### src/rtl/uart_rx_os.sv
// Oversampling UART receiver: configurable data width, parity, stop bits and
// oversampling ratio, 2-of-3 majority voting, false-start rejection, error and
// break reporting, and a one-entry valid/ready holding register.
module uart_rx_os #(
  parameter int unsigned DATA_BITS  = 8,
  parameter int unsigned PARITY     = 0,
  parameter int unsigned STOP_BITS  = 1,
  parameter int unsigned OVERSAMPLE = 16
) (
  input  logic                 clk,
  input  logic                 rst,
  input  logic                 sample_tick,
  input  logic                 rx_in,
  output logic [DATA_BITS-1:0] rx_data,
  output logic                 rx_valid,
  input  logic                 rx_ready,
  output logic                 parity_err,
  output logic                 framing_err,
  output logic                 overrun_err,
  output logic                 break_det,
  output logic                 busy
);

  localparam int unsigned M    = OVERSAMPLE / 2;
  localparam int unsigned OS_W = $clog2(OVERSAMPLE);
  localparam int unsigned BC_W = $clog2(DATA_BITS);

  localparam logic [OS_W-1:0] OS_VOTE0  = OS_W'(M - 1);
  localparam logic [OS_W-1:0] OS_VOTE1  = OS_W'(M);
  localparam logic [OS_W-1:0] OS_DECIDE = OS_W'(M + 1);
  localparam logic [OS_W-1:0] OS_LAST   = OS_W'(OVERSAMPLE - 1);
  localparam logic [BC_W-1:0] BC_LAST   = BC_W'(DATA_BITS - 1);
  localparam logic            STOP_LAST = 1'(STOP_BITS - 1);

  // Reject illegal configurations at elaboration
  if (DATA_BITS < 5 || DATA_BITS > 9) begin : g_bad_data_bits
    $error("uart_rx_os: DATA_BITS must be 5..9");
  end
  if (PARITY > 2) begin : g_bad_parity
    $error("uart_rx_os: PARITY must be 0, 1 or 2");
  end
  if (STOP_BITS != 1 && STOP_BITS != 2) begin : g_bad_stop_bits
    $error("uart_rx_os: STOP_BITS must be 1 or 2");
  end
  if (OVERSAMPLE != 8 && OVERSAMPLE != 16) begin : g_bad_oversample
    $error("uart_rx_os: OVERSAMPLE must be 8 or 16");
  end

  typedef enum logic [2:0] {
    StIdle,
    StStart,
    StData,
    StParity,
    StStop,
    StBrkWait
  } state_e;

  state_e                r_state;
  logic                  r_sync1, r_sync2;
  logic [OS_W-1:0]       r_os_cnt;
  logic [BC_W-1:0]       r_bit_cnt;
  logic                  r_stop_cnt;
  logic                  r_v0, r_v1;
  logic [DATA_BITS-1:0]  r_shift;
  logic                  r_par_bit;
  logic                  r_perr, r_ferr, r_brk;
  logic [DATA_BITS-1:0]  r_data;
  logic                  r_valid, r_perr_out, r_ferr_out;
  logic                  r_overrun, r_break, r_busy;

  logic w_rx_s;
  logic w_vote;
  logic w_par_bad;
  logic w_first_stop_brk;
  logic w_brk;
  logic w_ferr;
  logic w_stop_last;
  logic w_free;

  assign w_rx_s = r_sync2;
  // 2-of-3 majority of the two stored samples and the current one
  assign w_vote = (r_v0 & r_v1) | (r_v0 & w_rx_s) | (r_v1 & w_rx_s);
  // Odd parity wants an odd total of ones including the parity bit
  assign w_par_bad = (PARITY == 1) ? ~(^r_shift ^ w_vote) : (^r_shift ^ w_vote);
  // Break: every data bit, the parity bit (if any) and the first stop bit low
  assign w_first_stop_brk = (r_shift == '0) & ((PARITY == 0) | ~r_par_bit) & ~w_vote;
  assign w_brk       = (r_stop_cnt == 1'b0) ? w_first_stop_brk : r_brk;
  assign w_ferr      = r_ferr | ~w_vote;
  assign w_stop_last = (r_stop_cnt == STOP_LAST);
  assign w_free      = ~r_valid | rx_ready;

  // Two-flop synchroniser on the serial line, idling high
  always_ff @(posedge clk or posedge rst) begin
    if (rst) begin
      r_sync1 <= 1'b1;
      r_sync2 <= 1'b1;
    end else begin
      r_sync1 <= rx_in;
      r_sync2 <= r_sync1;
    end
  end

  // Receive FSM, counters, vote samples and the holding register
  always_ff @(posedge clk or posedge rst) begin
    if (rst) begin
      r_state    <= StIdle;
      r_os_cnt   <= '0;
      r_bit_cnt  <= '0;
      r_stop_cnt <= 1'b0;
      r_v0       <= 1'b1;
      r_v1       <= 1'b1;
      r_shift    <= '0;
      r_par_bit  <= 1'b0;
      r_perr     <= 1'b0;
      r_ferr     <= 1'b0;
      r_brk      <= 1'b0;
      r_data     <= '0;
      r_valid    <= 1'b0;
      r_perr_out <= 1'b0;
      r_ferr_out <= 1'b0;
      r_overrun  <= 1'b0;
      r_break    <= 1'b0;
      r_busy     <= 1'b0;
    end else begin
      r_overrun <= 1'b0;
      r_break   <= 1'b0;
      // Consumption; a load later in this block overrides it
      if (r_valid && rx_ready) begin
        r_valid <= 1'b0;
      end
      if (sample_tick) begin
        if (r_os_cnt == OS_VOTE0) r_v0 <= w_rx_s;
        if (r_os_cnt == OS_VOTE1) r_v1 <= w_rx_s;
        unique case (r_state)
          StIdle: begin
            if (!w_rx_s) begin
              r_state  <= StStart;
              r_busy   <= 1'b1;
              r_os_cnt <= OS_W'(1);
              r_perr   <= 1'b0;
              r_ferr   <= 1'b0;
              r_brk    <= 1'b0;
            end
          end
          StStart: begin
            r_os_cnt <= r_os_cnt + 1'b1;
            if (r_os_cnt == OS_DECIDE && w_vote) begin
              r_state <= StIdle;
              r_busy  <= 1'b0;
            end else if (r_os_cnt == OS_LAST) begin
              r_state   <= StData;
              r_bit_cnt <= '0;
            end
          end
          StData: begin
            r_os_cnt <= r_os_cnt + 1'b1;
            if (r_os_cnt == OS_DECIDE) begin
              r_shift[r_bit_cnt] <= w_vote;
            end
            if (r_os_cnt == OS_LAST) begin
              if (r_bit_cnt == BC_LAST) begin
                r_state    <= (PARITY != 0) ? StParity : StStop;
                r_stop_cnt <= 1'b0;
              end else begin
                r_bit_cnt <= r_bit_cnt + 1'b1;
              end
            end
          end
          StParity: begin
            r_os_cnt <= r_os_cnt + 1'b1;
            if (r_os_cnt == OS_DECIDE) begin
              r_par_bit <= w_vote;
              r_perr    <= w_par_bad;
            end
            if (r_os_cnt == OS_LAST) begin
              r_state    <= StStop;
              r_stop_cnt <= 1'b0;
            end
          end
          StStop: begin
            r_os_cnt <= r_os_cnt + 1'b1;
            if (r_os_cnt == OS_DECIDE) begin
              r_ferr <= w_ferr;
              if (r_stop_cnt == 1'b0) r_brk <= w_first_stop_brk;
              // Complete at the last stop vote so the next start edge is caught early
              if (w_stop_last) begin
                if (w_brk) begin
                  r_break <= 1'b1;
                  r_state <= StBrkWait;
                end else begin
                  if (w_free) begin
                    r_data     <= r_shift;
                    r_perr_out <= r_perr;
                    r_ferr_out <= w_ferr;
                    r_valid    <= 1'b1;
                  end else begin
                    r_overrun <= 1'b1;
                  end
                  r_state <= StIdle;
                  r_busy  <= 1'b0;
                end
              end
            end
            if (r_os_cnt == OS_LAST && !w_stop_last) begin
              r_stop_cnt <= r_stop_cnt + 1'b1;
            end
          end
          StBrkWait: begin
            if (w_rx_s) begin
              r_state <= StIdle;
              r_busy  <= 1'b0;
            end
          end
          default: begin
            r_state <= StIdle;
            r_busy  <= 1'b0;
          end
        endcase
      end
    end
  end

  assign rx_data     = r_data;
  assign rx_valid    = r_valid;
  assign parity_err  = r_perr_out;
  assign framing_err = r_ferr_out;
  assign overrun_err = r_overrun;
  assign break_det   = r_break;
  assign busy        = r_busy;

endmodule
### config.mk
export PLATFORM = sky130hd
export DESIGN_NAME = uart_rx_os
export DESIGN_NICKNAME = d
export VERILOG_FILES = /design/src/rtl/uart_rx_os.sv
export SDC_FILE = /design/constraint.sdc
export NUM_CORES = 1
export LEC_CHECK = 0
export CORE_MARGIN = 4
export CORE_UTILIZATION = 52
export DETAILED_ROUTE_END_ITERATION = 10
export HOLD_SLACK_MARGIN = 0.03
export MAX_ROUTING_LAYER = met4
export PLACE_DENSITY = 0.76
export SLEW_MARGIN = 0
export SYNTH_ARGS = -nofsm -noshare
export SYNTH_HDL_FRONTEND = slang
export SYNTH_SLANG_ARGS = --single-unit
### constraint.sdc
create_clock -name clk -period 1.9 [get_ports clk]
set_clock_uncertainty 0.05 [all_clocks]
set_input_delay 0.38 -clock clk [delete_from_list [all_inputs] [get_ports clk]]
set_output_delay 0.38 -clock clk [all_outputs]
set_load 0.01 [all_outputs]
Yosys cells after proc, flatten, opt, wreduce, memory -nomap -nowiden
Index checks and enable logic that the tools add are counted.

Bitwise gates (word level): 14. Shifts and indexed selects: 0. Equal/unequal tests: 25. Reductions and logical operators: 25. $mul: 0. Add/subtract/negate cells: 3. Mux-type cells: 59. Div/mod/pow operators: 0. Order comparisons: 2.

Operator list (count): two-way mux 3 bit (14); two-way mux 1 bit (34); inequality test 2 bit, second input constant (14); one-hot mux 3 bit (6 select lines) (1); AND reduction 6 bit (3); == test 4 bit, second input constant (3); == test 3 bit, second input constant (3); AND reduction 9 bit (1); bitwise mux 8 bit (1); zero test 8 bit (1); one-hot mux 4 bit (2 select lines) (1); AND reduction 4 bit (2); AND reduction 8 bit (1); nonzero test 2 bit (4); XOR reduction 8 bit (1); == test 3 x 2 -> 1 bit, second input constant (2); one-hot mux 1 bit (2 select lines) (3); one-hot mux 3 bit (2 select lines) (1); AND reduction 3 bit (2); inverter 1 bit (5); one-hot mux 1 bit (5 select lines) (1); adder 4 x 1 -> 4 bit, second input constant (1); AND 1 bit (4); == test 4 x 3 -> 1 bit, second input constant (1); other kinds (17) (24).

Memory bits (writable): 0. Flip-flop bits (word level): 40. Bits in latches: 0. Memory bits (read-only): 0. Input bits: 5. Memories: 0. Word-level logic and storage cells: 147. Output and inout bits: 14.

Depth between registers and ports, before layout
Gate-level depths: netlist of the first run.

Depth after elaboration: 11. Gate-level depth with buffers: 9. Mapped depth without buffers: 7.

Least setup slack after synthesis of the first run
No wires, ideal clock.

Path type: reg2reg. From: register r_sync2. To: register r_ferr_out (netlist: framing_err). Arrival: 1.875 ns. Cell stages (with the launch flop): 8. Path slack: -0.150 ns. Required time: 1.725 ns. Buffers on the path: 2. Path through: dfstp_2 -> buf_6 -> maj3_2 -> nor4b_4 -> or3_4 -> nor2b_2 -> buf_6 -> mux2_4.

Word-level cells in the longest chain between the ends: 8. Elaborated cells between the ends (all ways): 10.

Ends and longest elaborated chain: start: declaration (RTL line 59) `logic r_sync1, r_sync2;`; start signal: assignment (RTL line 99) `r_sync2 <= r_sync1;`; AND 1 bit (RTL line 82) `assign w_vote = (r_v0 & r_v1) | (r_v0 & w_rx_s) | (r_v1 & w_rx_s);`; bitwise OR 1 bit (RTL line 82); bitwise OR 1 bit * (RTL line 82); inverter 1 bit * (RTL line 86, 88); AND 1 bit (RTL line 86) `assign w_first_stop_brk = (r_shift == '0) & ((PARITY == 0) | ~r_par_bit) & ~w_vote;`; two-way mux 1 bit; inverter 1 bit (no line); AND reduction 6 bit (no line); end signal: assignment (RTL line 194) `r_ferr_out <= w_ferr;`; end: declaration (RTL line 68) `logic r_valid, r_perr_out, r_ferr_out;`.

Every way passes the cells marked *; elsewhere a longest branch is shown, timed or not. A chain may end at the register's enable or synchronous reset.

Worst setup path after layout of the first run
From: register r_os_cnt[0]. To: register r_busy (netlist: busy).

Word-level cells in the longest chain between the ends: 4. Elaborated cells between the ends (all ways): 5.

Ends and longest elaborated chain: start: declaration (RTL line 60) `logic [OS_W-1:0] r_os_cnt;`; start signal: assignment (RTL line 146) `r_os_cnt <= r_os_cnt + 1'b1;`; start signal: assignment (RTL line 156) `r_os_cnt <= r_os_cnt + 1'b1;`; start signal: assignment (RTL line 170) `r_os_cnt <= r_os_cnt + 1'b1;`; == test 4 bit * (RTL line 147, 182); logical AND 1 bit (RTL line 147) `if (r_os_cnt == OS_DECIDE && w_vote) begin`; inequality test 2 bit (no line); AND reduction 8 bit (no line) *; end signal: assignment (RTL line 138) `r_busy <= 1'b1;`; end signal: assignment (RTL line 149) `r_busy <= 1'b0;`; end signal: assignment (RTL line 200) `r_busy <= 1'b0;`; end: declaration (RTL line 69) `logic r_overrun, r_break, r_busy;`.

Marks and branches as above.

==> flow_summary.json, run 1 <==
{
  "setup_ws_ns": -0.153,
  "drive_gt1_share_pct": 43.8,
  "drv_cap": 0,
  "synth_cell_types": 48,
  "cts_htree_levels": 2,
  "tightest_slew_ns": 0.416,
  "rsz0062_at_grt": "true",
  "status": "finished, violations left",
  "criticalPathCategory": "reg -> reg",
  "place_ws_ns": -0.248,
  "clockBufferDepth": 2,
  "critical_path_required_ns": 2.04,
  "swShare_pct": 38.7,
  "numCtsBuffers": 5,
  "nNetsFinal": 280,
  "start_kind": "flip-flop",
  "final.setup.tns_ns": -1.93,
  "cp_data_arrival_time_ns": 2.19,
  "gp_congestion": 0.888,
  "grt_pass1_wl_mm": 8.71,
  "cts_sinks": 40,
  "final_cells": 317,
  "grt_pass1_vias": 1823,
  "drt_iter0_markers": 177,
  "synth_seq_cells": 40,
  "worstHoldPathType": "reg -> reg",
  "path_clk_slew_ns": 0.08,
  "p_comb_share_pct": 49.1,
  "p_per_area_nw_per_um2": 1100,
  "p_clk_share_pct": 17.8,
  "syn_inst": 205,
  "pwr-share-seq_pct": 33.1,
  "vias": 1869,
  "synth-main-ff-cell": "dfrtp_1",
  "leakagePower_nw": 1.42,
  "fp.dieArea_sq_um": 5370,
  "synth_edf_count": 0,
  "wl_per_cell_microns": 18.3,
  "synthesis.area_sq_um": 2210,
  "synth_nets": 219,
  "die_h_microns": 73.3,
  "vdd_drop_max_mv": 0.879,
  "timing.final.crit_share_pct": 108,
  "violations": "setup timing",
  "synth_seq_area_share_pct": 45.4,
  "dpl_cell_area_sq_um": 2750,
  "fmax_mhz": 487,
  "rows": 23,
  "cts_tree": "done",
  "dp_cells": 306,
  "yosysWarnings": 0,
  "start_util_pct": 54.6,
  "grt_overflow": 0,
  "pin_count": 19,
  "final_util_pct": 75.1,
  "drv_slew": 0,
  "clock_latency_ns": 0.31,
  "area_growth_pct": 37.5,
  "finalCriticalPeriod_ns": 2.05,
  "regToRegSetupSlack_ns": -0.15,
  "p_switching_mw": 1.30,
  "worstPathMaxFanout": 6,
  "cts_root_buf": "clkbuf_8",
  "cts_hold_buf": 0,
  "drt_wl_total_mm": 5.80,
  "dp_hpwl_mm": 3.67,
  "hold_viol": 0,
  "antenna_cells": 0,
  "grt_max_degree": 41,
  "fp.coreArea_sq_um": 4060,
  "viasPerCell": 5.90,
  "p_int_mw": 2.05,
  "avgSynthCellArea_sq_um": 10.8,
  "port_buffers": 18,
  "drc_errors": 0,
  "final_area_sq_um": 3050,
  "grt_util_all_layers_pct": 22.1,
  "die_w_microns": 73.3,
  "drtAntennaViolNets": 0,
  "antenna_found_initial": 0,
  "first_pass_iters": 4,
  "slew_headroom_pct": 72.1,
  "crit_path_end_kind": "flip-flop",
  "setup_viol": 18,
  "synth-async-reset-ratio_pct": 100
}
power groups by stage:
stage                     Combinational [mW]  Sequential [mW]  Clock, mW
after floorplan                        0.813             1.08          0
after global placement                  1.31             1.10          0
after detailed placement                1.34             1.10          0
after CTS                               1.50             1.10      0.590
after global routing                    1.77             1.12      0.630
final                                   1.65             1.11      0.595
final cells by class:
cell class / instances / area (sq um)
sequential: 40 / 1010
fill: 251 / 1010
clock inverter: 3 / 18.8
clock buffer: 5 / 68.8
inverter: 18 / 67.6
multi-input combinational: 136 / 1250
tap: 50 / 62.6
timing repair buffer: 65 / 573
per-stage QoR:
step | total power [mW] | hold slack (ns)
after floorplan | 1.89 | 0.295
after global placement | 2.40 | 0.297
after detailed placement | 2.44 | 0.299
after CTS | 3.19 | 0.314
after global routing | 3.52 | 0.318
final | 3.35 | 0.311
cells in the mapped netlist, drive strengths merged (2+ instances only):
library cell | count | area [sq um]
a31oi | 4 | 25.0
o21ai | 3 | 15.0
o22ai | 2 | 12.5
buf | 8 | 55.1
ha | 9 | 113
or3 | 2 | 17.5
a21oi | 8 | 40.0
mux2 | 24 | 308
clkbuf | 3 | 11.3
nand2 | 11 | 41.3
o31ai | 2 | 15.0
inv | 18 | 67.6
nor2b | 3 | 21.3
o211ai | 2 | 15.0
and3 | 5 | 31.3
xnor2 | 5 | 43.8
nor2 | 12 | 45.0
dfstp | 4 | 105
mux2i | 3 | 30.0
nor3 | 7 | 35.0
nand3 | 9 | 45.0
nor3b | 2 | 20.0
dfrtp | 36 | 901
nand2b | 5 | 31.3
final timing paths:
check | from | end | cells after the start
worst min-delay path | r_sync1 | r_sync2 | 0
worst min register to register | r_sync1 | r_sync2 | 0
max in group asynchronous | rst | r_v0 | 3
min in group asynchronous | rst | r_shift[2] | 3
worst max register to register | r_os_cnt[0] | busy | 7
worst max-delay path | r_os_cnt[0] | busy | 7
worst max-delay path: stages (launching register included):
cell,delay (ns)
dfrtp_1,0.41
ha_4,0.17
and3b_2,0.22
buf_6,0.14
a21boi_4,0.17
a21oi_2,0.08
o211ai_1,0.37
mux2_4,0.34
kinds of logic after synthesis:
logic type      count (synthesis)  synth area share, %
mux                            27                 15.3
fa+ha+maj                      10                 5.59
simple gates                   63                 16.1
buf+inv                        29                 6.04
compound gates                 31                 9.60
flops                          40                 45.4
xor+xnor                        5                 1.98
layout by cell type, fill, tap and decap left out, types with 3 or more instances in the layout:
cell and instances:
a21oi_1 6, a31oi_1 4, and3_1 4, buf_4 41, buf_6 4, clkbuf_8 5
clkdlybuf4s50_1 18, dfrtp_1 34, dfstp_2 4, ha_1 8, inv_1 17, mux2_2 10
mux2_4 14, mux2i_1 3, nand2_1 10, nand2b_1 4, nand3_1 6, nand3_2 3
nor2_1 10, nor3_2 3, xnor2_1 5
registers in the layout, summed over array words and instances (netlist names), 3 cells and up:
| name | cells |
|---|---|
| r_shift | 8 |
| r_os_cnt | 4 |
| r_state | 3 |
| rx_data | 8 |
| r_bit_cnt | 3 |
what timing repair did:
item	CTS	global route
resized for setup	19	24
pin swaps	4	6
setup buffers	3	0
endpoints found under the setup margin	20	26
layer usage:
layer | global-route usage (%) | share of wire, % | vias up
met2 | 33.6 | 48 | 77
li1 | - | - | 834
met3 | 4.38 | 5.2 | 22
met4 | 8.61 | 3.2 | 0
met5 | - | 0 | -
met1 | 29.1 | 43 | 936
(Power assumes the default switching activity.)
==> inputs of run 2 (changes only) <==
--- a/config.mk
+++ b/config.mk
@@ -5,6 +5,7 @@
 export SDC_FILE = /design/constraint.sdc
 export NUM_CORES = 1
 export LEC_CHECK = 0
+export CORE_ASPECT_RATIO = 1.1
 export CORE_MARGIN = 4
 export CORE_UTILIZATION = 52
 export DETAILED_ROUTE_END_ITERATION = 10
==> run 2 against run 1 <==
Effect of this change:
- hold slack lost 0.00093 ns
- via count shrank 3.4%
- power down 1.8%
- sequential power hardly changed
- non-clock buffer count increased by 2
- wire length shrank 8.5%
- critical path depth is 1 higher
- maximum frequency up 0.85%
- the flow still finishes with violations (setup timing)
- sequential share of layout area increased by 0.32 points
==> flow_summary.json, run 2 (synthesized netlist as in run 1, its figures left out) <==
{
  "status": "finished, violations left",
  "violations": "setup timing",
  "drc_errors": 0,
  "tightest_slew_ns": 0.338,
  "holdPathStages": 0,
  "fp.dieArea_sq_um": 5370,
  "path_clk_slew_ns": 0.08,
  "drive_gt1_share_pct": 42.4,
  "die_h_microns": 76.4,
  "finalCriticalPeriod_ns": 2.04,
  "leakagePower_nw": 1.45,
  "cts_sinks": 40,
  "fmax_mhz": 491,
  "wl_per_cell_microns": 16.5,
  "start_util_pct": 55.0,
  "timing.final.crit_share_pct": 107,
  "worstHoldPathType": "reg -> reg",
  "clock_latency_ns": 0.30,
  "hold_viol": 0,
  "pin_count": 19,
  "area_growth_pct": 36.0,
  "criticalPathCategory": "reg -> reg",
  "vdd_drop_max_mv": 1.13,
  "final_util_pct": 74.9,
  "grt_pass1_vias": 1861,
  "dpl_cell_area_sq_um": 2760,
  "rr_worst_depth": 8,
  "slew_headroom_pct": 77.3,
  "critical_path_required_ns": 2.04,
  "first_pass_iters": 6,
  "grt_pass1_wl_mm": 8.91,
  "grt_max_degree": 41,
  "dp_hpwl_mm": 3.61,
  "fill_cells": 294,
  "cts_htree_levels": 2,
  "layout_commonest_cell": "buf_4",
  "gp_congestion": 0.869,
  "fin_hold_ws_ns": 0.310,
  "port_buffers": 18,
  "crit_path_end_kind": "flip-flop",
  "antenna_found_initial": 0,
  "start_kind": "flip-flop",
  "r2r_start": "r_os_cnt[1]",
  "setup_viol": 20,
  "rows": 24,
  "final_area_sq_um": 3010,
  "cts_hold_buf": 0,
  "drt_wl_total_mm": 5.31,
  "p_per_area_nw_per_um2": 1090,
  "rsz0062_at_grt": "true",
  "drtAntennaViolNets": 0,
  "vias": 1805,
  "antenna_cells": 0,
  "worstPathMaxFanout": 5,
  "regToRegSetupSlack_ns": -0.14,
  "clockBufferDepth": 2,
  "viasPerCell": 5.62,
  "fp.coreArea_sq_um": 4020,
  "numCtsBuffers": 5,
  "min_from": "r_sync1",
  "final_cell_mix": "buf_4, dfrtp_1, clkdlybuf4s50_1",
  "drt_iter0_markers": 102,
  "crit_path_start": "r_os_cnt[1]",
  "crit_chain": "inv_2, ha_4, and3b_2, nand3_2, or3_4, nor2b_4, buf_6, mux2_4",
  "cts_root_buf": "clkbuf_8",
  "drv_slew": 0,
  "max_stage_delay_ns": 0.40,
  "drv_cap": 0,
  "cp_slowest_cell": "or3_4",
  "setup_ws_ns": -0.136,
  "nNetsFinal": 282,
  "grt_overflow": 0,
  "grt_util_all_layers_pct": 21.6,
  "r2r-end": "rx_data[2]",
  "cts_tree": "done",
  "cp_data_arrival_time_ns": 2.17,
  "min_to": "r_sync2",
  "die_w_microns": 70.2
}
run 2: changes by cell type in the layout (fill, tap and decap cells not counted), moves of 2 or more:
cell / before / now
buf_4: 41 / 46
buf_6: 4 / 2
mux2_2: 10 / 12
mux2_4: 14 / 12
run 2: report_power, final:
group          switching (mW)  total, mW  leakage, nW  internal, mW
Clock                   0.314      0.703       0.0541         0.389
Sequential              0.102       1.09        0.519         0.992
Combinational           0.748       1.49        0.872         0.746
Total                    1.16       3.29         1.45          2.13
run 2: worst max-delay path by stage:
stage                  end  slack [ns]  cells past startpoint
3_3_place_gp    rx_data[4]       -0.21                      6
4_1_cts         rx_data[2]       -0.16                      9
5_1_grt         parity_err       -0.21                      8
2_1_floorplan  framing_err       -0.15                      7
3_5_place_dp    rx_data[4]       -0.26                      6
6_report        rx_data[2]       -0.14                      8
run 2: repair_timing:
action | CTS | global route
buffers inserted | 4 | 1
pin swaps | 2 | 4
gates resized for setup | 18 | 11
setup endpoints to repair | 24 | 27
cloned | 1 | 0
run 2: area by class of cell:
type	instances	area (sq um)	share of cell area, %
repair buffers	67	568	18.9
well taps	52	65.1	2.16
flip-flops and latches	40	1010	33.4
clock buffers	5	68.8	2.28
clock inverters	3	42.5	1.41
multi-input cells	136	1190	39.6
inverters	18	67.6	2.24
run 2: metrics by stage:
step | setup TNS, ns | setup slack, ns | total power, mW | std cells
floorplan | -1.46 | -0.146 | 1.89 | 205
global placement | -3.38 | -0.209 | 2.42 | 309
detailed placement | -4.18 | -0.261 | 2.45 | 309
CTS | -1.64 | -0.157 | 3.23 | 322
global route | -3.03 | -0.206 | 3.51 | 321
finish | -1.51 | -0.136 | 3.29 | 321
run 2: critical path, delay by kind of cell (launching register included):
family | cells | cell delay [ns]
and+or+nand+nor | 4 | 0.83
adders and majority gates | 1 | 0.12
buffers and inverters | 2 | 0.23
muxes | 1 | 0.30
DFF | 1 | 0.39
run 2: per-layer routing:
| layer | up-vias | global-route usage [%] | part of all wire, % | wire length, microns |
|---|---|---|---|---|
| li1 | 844 | - | - | - |
| met1 | 898 | 24.4 | 41 | 2160 |
| met2 | 50 | 36.9 | 52 | 2770 |
| met3 | 13 | 5.15 | 5.2 | 274 |
| met4 | 0 | 7.66 | 2.0 | 105 |
| met5 | - | - | 0 | 0 |
==> inputs of run 3 (changes only) <==
--- a/config.mk
+++ b/config.mk
@@ -9,7 +9,6 @@
 export CORE_MARGIN = 4
 export CORE_UTILIZATION = 52
 export DETAILED_ROUTE_END_ITERATION = 10
-export HOLD_SLACK_MARGIN = 0.03
 export MAX_ROUTING_LAYER = met4
 export PLACE_DENSITY = 0.76
 export SLEW_MARGIN = 0
==> results of run 3 <==
The final DEF is identical to that of run 2; final timing and power are the same.
